**config.mk**
```make
export PLATFORM = sky130hd
export DESIGN_NAME = fpc_rr_tag_alloc
export DESIGN_NICKNAME = d
export VERILOG_FILES = /design/src/rtl/fpc_rr_tag_alloc.sv
export SDC_FILE = /design/constraint.sdc
export NUM_CORES = 1
export LEC_CHECK = 0
export CAP_MARGIN = 20
export CORE_ASPECT_RATIO = 0.5
export CORE_MARGIN = 2
export CORE_UTILIZATION = 40
export CTS_BUF_LIST = sky130_fd_sc_hd__clkbuf_4
export CTS_CLUSTER_SIZE = 25
export DETAILED_ROUTE_END_ITERATION = 10
export PLACE_DENSITY = 0.83
export SLEW_MARGIN = 20
export SYNTH_ARGS = -nofsm -noshare
export SYNTH_HDL_FRONTEND = slang
export SYNTH_SLANG_ARGS = --single-unit
```
**constraint.sdc**
```tcl
create_clock -name clock -period 9 [get_ports clock]
set_input_delay 2.7 -clock clock [delete_from_list [all_inputs] [get_ports clock]]
set_output_delay 2.7 -clock clock [all_outputs]
set_load 0.03 [all_outputs]
```
**src/rtl/fpc_rr_tag_alloc.sv**
```systemverilog
// fpc_rr_tag_alloc: per-channel read-request tag allocator for the HIFIFO
// from-PC path. Each enabled channel owns a ring of D = 2**NBITS_TAG_LOW tags.
// Tags are offered strictly in ring order and stay busy until the final
// completion beat for that tag returns.
//
// Handshake: rr_valid[i] is asserted whenever the ring slot at next[i] is
// free and depends only on registers. A tag is consumed on any rising clock
// edge where rr_valid[i] & rr_ready[i]. rr_ready[i] has no effect while
// rr_valid[i] is low. Completions are single-cycle pulses qualified by c_valid;
// only beats with c_last free a tag. No combinational path runs from the c_*
// inputs to the rr_* outputs.
module fpc_rr_tag_alloc #(
  parameter int         NBITS_TAG_LOW = 3,
  parameter logic [3:0] ENABLE        = 4'b0001
) (
  input  logic                           clock,
  input  logic                           reset,
  output logic [3:0]                     rr_valid,
  input  logic [3:0]                     rr_ready,
  output logic [4*NBITS_TAG_LOW-1:0]     rr_tag_low,
  input  logic                           c_valid,
  input  logic                           c_last,
  input  logic [7:0]                     c_tag,
  input  logic [3:0]                     ch_flush,
  output logic [4*(NBITS_TAG_LOW+1)-1:0] outstanding,
  output logic                           err_bad_tag
);

  localparam int N = NBITS_TAG_LOW;
  localparam int D = 1 << N;

  localparam logic [N-1:0] ONE_TAG = 1;
  localparam logic [N:0]   ONE_CNT = 1;

  // Completion tag decode: {2'b0, ch[1:0], 1'b0, low[2:0]}
  logic       c_fin;
  logic       c_fmt_ok;
  logic       c_low_ok;
  logic [1:0] c_ch;
  logic [2:0] c_low;
  logic [3:0] free_ok;
  logic       bad_cpl;
  logic       err_bad_tag_q;

  assign c_fin    = c_valid & c_last;
  assign c_ch     = c_tag[5:4];
  assign c_low    = c_tag[2:0];
  assign c_fmt_ok = (c_tag[7:6] == 2'b00) & ~c_tag[3];
  assign c_low_ok = (32'(c_low) < 32'(D));

  // A final beat that no enabled channel accepts as a busy tag is bad.
  assign bad_cpl = c_fin & ~(|free_ok);

  // Disabled channels leave some input bits without a consumer.
  logic unused_inputs;
  assign unused_inputs = ^{rr_ready, ch_flush};

  for (genvar i = 0; i < 4; i++) begin : g_ch
    if (ENABLE[i]) begin : g_on
      logic [D-1:0] busy_q, busy_d;
      logic [N-1:0] next_q, next_d;
      logic [N:0]   cnt_q, cnt_d;
      logic         offer;
      logic         alloc;
      logic         free;

      assign offer      = ~busy_q[next_q];
      assign alloc      = offer & rr_ready[i];
      assign free       = c_fin & c_fmt_ok & c_low_ok & (c_ch == 2'(i)) & busy_q[c_low];
      assign free_ok[i] = free;

      // Next-state: flush wins over allocate and free; allocate and free on
      // the same cycle always touch different tags, so both apply.
      always_comb begin
        busy_d = busy_q;
        next_d = next_q;
        cnt_d  = cnt_q;
        if (ch_flush[i]) begin
          busy_d = '0;
          next_d = '0;
          cnt_d  = '0;
        end else begin
          if (alloc) begin
            busy_d[next_q] = 1'b1;
            next_d         = next_q + ONE_TAG;
          end
          if (free) begin
            busy_d[c_low] = 1'b0;
          end
          case ({alloc, free})
            2'b10:   cnt_d = cnt_q + ONE_CNT;
            2'b01:   cnt_d = cnt_q - ONE_CNT;
            default: cnt_d = cnt_q;
          endcase
        end
      end

      // Per-channel ring state registers.
      always_ff @(posedge clock) begin
        if (reset) begin
          busy_q <= '0;
          next_q <= '0;
          cnt_q  <= '0;
        end else begin
          busy_q <= busy_d;
          next_q <= next_d;
          cnt_q  <= cnt_d;
        end
      end

      assign rr_valid[i]                 = offer;
      assign rr_tag_low[i*N +: N]        = next_q;
      assign outstanding[i*(N+1) +: N+1] = cnt_q;
    end else begin : g_off
      assign rr_valid[i]                 = 1'b0;
      assign rr_tag_low[i*N +: N]        = '0;
      assign outstanding[i*(N+1) +: N+1] = '0;
      assign free_ok[i]                  = 1'b0;
    end
  end

  // Sticky bad-completion flag, cleared only by reset.
  always_ff @(posedge clock) begin
    if (reset) begin
      err_bad_tag_q <= 1'b0;
    end else if (bad_cpl) begin
      err_bad_tag_q <= 1'b1;
    end
  end

  assign err_bad_tag = err_bad_tag_q;

endmodule

```
==> impl_metrics.toml, run 1 <==
[pwr]
combPwrFrac_pct = 25.0
finalPower_mw = 0.150
p_sw_mw = 0.0509
power.density_nw_per_um2 = 110
p_leak_nw = 0.534
swShare_pct = 33.8
irDropWorstVdd_mv = 0.0316
seqPwrFrac_pct = 49.2
internal-power_mw = 0.0996
clkPwrFrac_pct = 25.8

[critical_path]
path_cells = "clkdlybuf4s50_1 > nor2b_1 > a22o_1 > o21ai_0 > and3_1 > ha_1 > xor2_1 > ha_1 > a21oi_1 > xor2_1 > or3_1 > a21oi_1"
startpoint_type = "input pin"
reg2reg_slack_ns = 5.99
worstPathArrival_ns = 5.38
slowest_stage = "clkdlybuf4s50_1"
critical_path_class = "in -> reg"
crit_fanout = 9
cpPeakStageDelay_ns = 0.65
path_buf_inv = 1
crit_family = "simple AND/OR/NAND/NOR gates"
endpoint_kind = "register"
cp_data_required_time_ns = 9.22

[floorplanning]
num_io_pins = 53
die_w_um = 81.8
die_y_um = 42.9
start_util_pct = 41.1
die-area_um2 = 3510
rows = 14
core_area_um2 = 2940

[logic_synthesis]
ys_warn_count = 0
synth.avg_cell_area_um2 = 8.40
ys_seq_elements = 16
synth_area_um2 = 1210
yosysUniqueCellTypes = 40
synth_edf_count = 0
ys.flop_type = "dfxtp_1"
seq_area_frac_synth_pct = 26.5
async_flop_share_pct = 0
synthCells = 144

[routing]
routedWlPerCell_um = 12.2
drt_iter0_drc = 83
dr.max_layer_used = "met4"
wl_met3_um = 177
wl_um = 2450
first_pass_iters = 5
wl_met2_um = 1240
drt.antenna.violating_nets = 0
drt-met1-wl_um = 1010
via_count = 1033
remaining_drc_errors = 0
viasPerCell = 5.14

[timing]
setup_tns_ns = 0
hold_viol_final = 0
drv_slew = 0
rsz0062_at_grt = "no"
slew_headroom_pct = 57.6
fin_worst_skew_ns = 0.00327
fin_crit_ns = 5.16
finalHoldWorstSlack_ns = 0.493
setup_slack_ns = 3.84
clock.fmax_mhz = 194
setup_violations = 0
tightest_slew_ns = 0.634
fin_crit_sh_pct = 57.3

[placement]
io_buffers = 22
post-place-ws_ns = 3.54
place_hpwl_um = 1930
dp_cells = 198
gp_congestion = 0.844
postPlaceCellArea_um2 = 1340

[clock_tree]
cts_tree = "done"
cts_root_buf = "clkbuf_4"
hold_buffers = 0
path_clk_slew_ns = 0.09
postCtsSetupRepairBufs = 0
cts.repair.resized = 0
htreeDepth = 1
insertion_delay_ns = 0.29
clock-sinks = 16
cts_made_buffers = 3
cts_buffer_depth = 2

[min_path]
hp-class = "reg -> reg"

[global_route]
grt_antenna_before_repair = 0
grt_usage_pct = 14.5
grt_overflow = 0
grt_pass1_vias = 926
grt_max_degree = 12
grt_pass1_wl_um = 4020

[cells_and_area]
drive_gt1_share_pct = 6.83
fin_cells = 201
stdcell_area_um2 = 1360
final_nets = 187
layout_common_cells = "conb_1 (24), clkdlybuf4s50_1 (22), dfxtp_1 (16), nand2_1 (12), nor2_1 (10)"
layout_commonest_cell = "conb_1"
utilization_pct = 46.3
diodes = 0
fillCellCount = 292
syn2layout_area_growth_pct = 12.6

[job]
maxCapViolCount = 0

[run_status]
outcome = "finished, final reports clean"
## flip-flops by register name, indices dropped and copies added (netlist names)
name,cells
g_ch.g_on.cnt_q,4
g_ch.g_on.busy_q,8
err_bad_tag,1
g_ch.g_on.next_q,3
## synthesized netlist by cell type, types with 2 or more instances
cell type / count / area, um2
xor2_1: 3 / 26.3
o21ai_0: 7 / 35.0
buf_4: 25 / 188
mux2i_1: 9 / 90.1
a21oi_1: 5 / 25.0
and3_1: 2 / 12.5
a41oi_1: 3 / 26.3
dfxtp_1: 16 / 320
nor2_1: 10 / 37.5
or3_1: 3 / 18.8
nand2_1: 12 / 45.0
ha_1: 4 / 50.1
a31oi_1: 3 / 18.8
clkbuf_1: 3 / 11.3
a22o_1: 2 / 17.5
nor2b_1: 2 / 12.5
or4_1: 2 / 15.0
buf_6: 2 / 22.5
inv_1: 6 / 22.5
a311oi_1: 4 / 35.0
nand2b_1: 2 / 12.5
## cell type report
class	instances	area (um2)	share of cell area [%]
inverters	6	22.5	1.65
flip-flops and latches	16	320	23.5
well taps	40	50.0	3.67
repair buffers	22	220	16.2
clock buffers	3	22.5	1.65
multi-input cells	114	727	53.4
## worst min-delay path, delay by kind of cell (launching register included)
| kind | cells | cell delay [ns] |
|---|---|---|
| muxes | 1 | 0.06 |
| and+or+nand+nor | 1 | 0.06 |
| DFF | 1 | 0.33 |
## power by group through the flow
stage                     registers [mW]  logic (mW)  clock network, mW
after detailed placement          0.0757      0.0372                  0
after global routing              0.0743      0.0403             0.0418
after global placement            0.0755      0.0367                  0
after floorplan                   0.0767      0.0343                  0
after CTS                         0.0740      0.0373             0.0388
final                             0.0740      0.0376             0.0388
## cell families after synthesis
kind of cell | share of synthesized area, %
AND/OR/NAND/NOR | 17.6
buffers and inverters | 20.6
AO/OA/AOI/OAI | 19.1
flip-flops | 26.5
multiplexers | 9.62
adder cells (fa/ha/maj) | 4.14
XOR/XNOR | 2.17
other | 0.310
## path summary, 6_finish.rpt
check / start / endpoint / cells past startpoint
worst min-delay path: g_ch[0].g_on.cnt_q[3]$_SDFFE_PP0P_ / g_ch[0].g_on.cnt_q[3]$_SDFFE_PP0P_ / 2
worst min register to register: g_ch[0].g_on.cnt_q[3]$_SDFFE_PP0P_ / g_ch[0].g_on.cnt_q[3]$_SDFFE_PP0P_ / 2
worst max-delay path: c_tag[2] / g_ch[0].g_on.cnt_q[2]$_SDFFE_PP0P_ / 12
worst max register to register: g_ch[0].g_on.next_q[2]$_SDFFE_PP0N_ / g_ch[0].g_on.cnt_q[2]$_SDFFE_PP0P_ / 10
## layer usage
layer	track usage, %	up-vias
li1	-	496
met5	0	-
met3	1.49	4
met1	18.2	479
met2	26.2	54
met4	4.33	0
No activity file was read; power rests on OpenSTA's default activity.
==> run 2, diff against run 1 <==
==> constraint.sdc (replaced) <==
create_clock -name clock -period 4.9 [get_ports clock]
set_input_delay 1.47 -clock clock [delete_from_list [all_inputs] [get_ports clock]]
set_output_delay 1.47 -clock clock [all_outputs]
set_load 0.03 [all_outputs]
==> run 2 against run 1 <==
Effect of this change:
- total power up 85%
- sequential power increased by 84%
- largest cell class unchanged
- count of clock-buffer cells in the layout unchanged
- largest power group unchanged
- first-iteration DRC count is 34% lower
- final cell count up 0.50%
- highest routed layer unchanged
- register-to-register slack got worse by 4.1 ns
- sequential cell count is the same
==> impl_metrics.toml, run 2 (synthesis gave the netlist of run 1 again) <==
[run_status]
outcome = "finished, final reports clean"

[cells_and_area]
layout_common_cells = "conb_1 (24), clkdlybuf4s50_1 (22), dfxtp_1 (16), nand2_1 (12), nor2_1 (10)"
largest_reg_flops = 8
drive_gt1_share_pct = 6.79
syn2layout_area_growth_pct = 12.9
multi_input_area_um2 = 727
fin_cells = 202
utilization_pct = 46.4
top_regs = "g_ch.g_on.busy_q (8), g_ch.g_on.cnt_q (4), g_ch.g_on.next_q (3)"
diodes = 0
regArea_um2 = 320
fillCellCount = 287
final_nets = 187
layout_commonest_cell = "conb_1"
regMostFlops = "g_ch.g_on.busy_q"

[job]
maxCapViolCount = 0

[placement]
post-place-ws_ns = 0.649
place_hpwl_um = 1920
gp_congestion = 0.844
io_buffers = 22
dp_cells = 198

[clock_tree]
cts_buffer_depth = 2
hold_buffers = 0
htreeDepth = 1
postCtsSetupRepairBufs = 0
cts_root_buf = "clkbuf_4"
cts_tree = "done"
insertion_delay_ns = 0.29
cts_made_buffers = 3
path_clk_slew_ns = 0.09
cts.repair.resized = 0
clock-sinks = 16

[critical_path]
worstPathArrival_ns = 4.18
path_buf_inv = 1
cp_data_required_time_ns = 5.12
startpoint_type = "input pin"
crit_family = "simple AND/OR/NAND/NOR gates"
cpPeakStageDelay_ns = 0.56
critical_path_class = "in -> reg"
endpoint_kind = "register"
slowest_stage = "or4_1"
crit_fanout = 5
path_cells = "clkdlybuf4s50_1 > or4_1 > nor3_1 > and3_1 > ha_1 > xor2_1 > ha_1 > a21oi_1 > xor2_1 > or3_1 > a21oi_1"

[timing]
fin_crit_ns = 3.96
setup_slack_ns = 0.943
drv_slew = 0
setup_tns_ns = 0
fin_crit_sh_pct = 80.8
hold_viol_final = 0
setup_violations = 0
slew_headroom_pct = 59.4
rsz0062_at_grt = "no"
clock.fmax_mhz = 253
tightest_slew_ns = 0.607
fin_worst_skew_ns = 0.00737

[floorplanning]
num_io_pins = 53
die_w_um = 81.8
die_y_um = 42.9
start_util_pct = 41.1
core_area_um2 = 2940
die-area_um2 = 3510
rows = 14

[routing]
first_pass_iters = 4
drt.antenna.violating_nets = 0
remaining_drc_errors = 0
via_count = 1029
viasPerCell = 5.09
routedWlPerCell_um = 12.0
wl_um = 2410
drt_iter0_drc = 55

[pwr]
power.density_nw_per_um2 = 204
finalPower_mw = 0.279
p_leak_nw = 0.535
irDropWorstVdd_mv = 0.0607

[global_route]
grt_usage_pct = 14.4
grt_pass1_wl_um = 3990
grt_pass1_vias = 950
grt_antenna_before_repair = 0
grt_max_degree = 12
grt_overflow = 0

[min_path]
hp-class = "reg -> reg"
[run 2: cell types whose count changed in the layout (fill, tap and decap cells not counted)]
cell	before	now
clkinv_1	0	1
[run 2: routing by layer]
layer	vias to the layer above	share of wire (%)	global-route usage (%)
li1	500	-	-
met1	480	43	17.5
met2	45	49	25.5
met3	4	7.2	2.13
met4	0	0.83	5.67
met5	-	0	0
[run 2: area by class of cell]
| class | count | share of cell area (%) |
|---|---|---|
| clock buffer | 3 | 1.65 |
| clock inverter | 1 | 0.275 |
| inverter | 6 | 1.65 |
| multi-input combinational | 114 | 53.2 |
| sequential | 16 | 23.4 |
| tap | 40 | 3.66 |
| timing repair buffer | 22 | 16.1 |
[run 2: worst paths after layout]
| check | depth (start not counted) | end | slack [ns] | start |
|---|---|---|---|---|
| worst min-delay path | 2 | g_ch[0].g_on.cnt_q[3]$_SDFFE_PP0P_ | 0.48 | g_ch[0].g_on.cnt_q[3]$_SDFFE_PP0P_ |
| worst min register to register | 2 | g_ch[0].g_on.cnt_q[3]$_SDFFE_PP0P_ | 0.48 | g_ch[0].g_on.cnt_q[3]$_SDFFE_PP0P_ |
| worst max-delay path | 11 | g_ch[0].g_on.cnt_q[2]$_SDFFE_PP0P_ | 0.94 | c_tag[7] |
| worst max register to register | 10 | g_ch[0].g_on.cnt_q[2]$_SDFFE_PP0P_ | 1.87 | g_ch[0].g_on.next_q[2]$_SDFFE_PP0N_ |
[run 2: worst register-to-register path: stages, from the launching register on]
cell       delay [ns]
dfxtp_1          0.60
mux2_4           0.35
o2bb2ai_2        0.14
or3_1            0.49
ha_1             0.35
xor2_1           0.17
ha_1             0.18
a21oi_1          0.15
xor2_1           0.09
or3_1            0.30
a21oi_1          0.14
[run 2: where the power goes]
part / switching [mW] / internal [mW] / leakage, nW
sequential: 0.00364 / 0.132 / 0.130
clock: 0.0443 / 0.0296 / 0.0154
combinational: 0.0470 / 0.0220 / 0.390
[run 2: metrics by stage]
step                instance area [um2]  hold slack, ns
floorplan                          1300           0.465
global placement                   1340           0.456
detailed placement                 1340           0.469
CTS                                1370           0.483
global route                       1370           0.508
finish                             1370           0.481
==> run 3, diff against run 2 <==
==> constraint.sdc (replaced) <==
create_clock -name clock -period 4.02 [get_ports clock]
set_input_delay 1.206 -clock clock [delete_from_list [all_inputs] [get_ports clock]]
set_output_delay 1.206 -clock clock [all_outputs]
set_load 0.03 [all_outputs]
==> run 3 against run 2 <==
Effect of this change:
- register-to-register slack got worse by 0.66 ns
- clock power up 13%
- global-route usage increased by 0.17 points
- worst hold slack worse by 0.0013 ns
==> impl_metrics.toml, run 3 (synthesis gave the netlist of run 1 again) <==
[run_status]
outcome = "finished, final reports clean"

[routing]
drt.antenna.violating_nets = 0
via_count = 1032
first_pass_iters = 4
wl_um = 2410
viasPerCell = 5.08
routedWlPerCell_um = 11.9
drt_iter0_drc = 80
remaining_drc_errors = 0

[cells_and_area]
multi_input_area_um2 = 727
regArea_um2 = 320
layout_common_cells = "conb_1 (24), clkdlybuf4s50_1 (22), dfxtp_1 (16), nand2_1 (12), nor2_1 (10)"
layout_commonest_cell = "conb_1"
top_regs = "g_ch.g_on.busy_q (8), g_ch.g_on.cnt_q (4), g_ch.g_on.next_q (3)"
stdcell_area_um2 = 1380
syn2layout_area_growth_pct = 13.9
final_nets = 189
regMostFlops = "g_ch.g_on.busy_q"
largest_reg_flops = 8
drive_gt1_share_pct = 7.98
diodes = 0
fillCellCount = 279

[placement]
gp_congestion = 0.845
place_hpwl_um = 1930
postPlaceCellArea_um2 = 1360
io_buffers = 22
post-place-ws_ns = 0.0389

[timing]
clock.fmax_mhz = 270
tightest_slew_ns = 0.610
setup_tns_ns = 0
rsz0062_at_grt = "no"
fin_crit_sh_pct = 92.0
slew_headroom_pct = 59.2
setup_slack_ns = 0.321
hold_viol_final = 0
drv_slew = 0
fin_crit_ns = 3.70
fin_worst_skew_ns = 0.00456
setup_violations = 0

[global_route]
grt_max_degree = 12
grt_usage_pct = 14.6
grt_antenna_before_repair = 0
grt_overflow = 0
grt_pass1_wl_um = 3930
grt_pass1_vias = 927

[floorplanning]
core_area_um2 = 2940
die_y_um = 42.9
rows = 14
num_io_pins = 53
die-area_um2 = 3510
die_w_um = 81.8
start_util_pct = 41.1

[clock_tree]
clock-sinks = 16
cts_made_buffers = 3
postCtsSetupRepairBufs = 0
cts_root_buf = "clkbuf_4"
hold_buffers = 0
cts_buffer_depth = 2
insertion_delay_ns = 0.29
path_clk_slew_ns = 0.09
cts.repair.resized = 0
htreeDepth = 1
cts_tree = "done"

[critical_path]
slowest_stage = "or4_1"
critical_path_class = "in -> reg"
startpoint_type = "input pin"
worstRegToRegCells = 10
cpPeakStageDelay_ns = 0.57
path_cells = "clkdlybuf4s50_1 > or4_1 > nor3_1 > and3_1 > ha_1 > xor2_1 > ha_1 > a21oi_1 > xor2_1 > or3_1 > a21oi_1"
worstPathArrival_ns = 3.93
reg2reg_slack_ns = 1.21
endpoint_kind = "register"
crit_fanout = 5
cp_data_required_time_ns = 4.25

[pwr]
power.density_nw_per_um2 = 243
irDropWorstVdd_mv = 0.0969
p_sw_mw = 0.111
p_leak_nw = 0.543
swShare_pct = 33.0
finalPower_mw = 0.335
clkPwrFrac_pct = 25.0
combPwrFrac_pct = 25.6
internal-power_mw = 0.225
seqPwrFrac_pct = 49.4

[min_path]
hp-class = "reg -> reg"
worstHoldPathCells = 2

[job]
maxCapViolCount = 0
## run 3: cell types whose count changed in the layout (fill, tap and decap cells not counted)
cell / delta
clkinv_1: -1
buf_4: +2
## run 3: worst paths after layout
| check | start | endpoint |
|---|---|---|
| worst max-delay path | c_tag[7] | g_ch[0].g_on.cnt_q[2]$_SDFFE_PP0P_ |
| worst max register to register | g_ch[0].g_on.next_q[2]$_SDFFE_PP0N_ | g_ch[0].g_on.cnt_q[2]$_SDFFE_PP0P_ |
| worst min-delay path | g_ch[0].g_on.cnt_q[3]$_SDFFE_PP0P_ | g_ch[0].g_on.cnt_q[3]$_SDFFE_PP0P_ |
| worst min register to register | g_ch[0].g_on.cnt_q[3]$_SDFFE_PP0P_ | g_ch[0].g_on.cnt_q[3]$_SDFFE_PP0P_ |
## run 3: layout make-up
type / count / share of cell area, %
repair buffers: 24 / 17.1
well taps: 40 / 3.63
flip-flops and latches: 16 / 23.3
multi-input cells: 114 / 52.8
inverters: 6 / 1.63
clock buffers: 3 / 1.63
## run 3: worst max-delay path, delay by kind of cell
| family | cells | cell delay (ns) |
|---|---|---|
| xor+xnor | 2 | 0.34 |
| buf+inv | 1 | 0.39 |
| fa+ha+maj | 2 | 0.43 |
| simple gates | 4 | 1.40 |
| compound gates | 2 | 0.18 |
## run 3: stage by stage
step                cells  util, %  hold slack [ns]
floorplan             167        -            0.465
global placement      200     46.0            0.456
detailed placement    200     46.0            0.469
CTS                   203     46.8            0.486
global route          203     46.8            0.502
finish                203     46.8            0.479
## run 3: power by group through the flow
stage | clock network, mW | logic, mW | registers (mW)
finish | 0.0838 | 0.0858 | 0.166
global route | 0.0949 | 0.0925 | 0.166
CTS | 0.0894 | 0.0851 | 0.166
detailed placement | 0 | 0.0850 | 0.169
global placement | 0 | 0.0839 | 0.169
floorplan | 0 | 0.0769 | 0.172
## run 3: per-layer routing
layer | up-vias | GRT usage (%) | wire length, um
li1 | 501 | - | -
met1 | 471 | 17.5 | 1060
met2 | 54 | 24.4 | 1130
met3 | 6 | 3.62 | 169
met4 | 0 | 7.00 | 42
met5 | - | 0 | 0
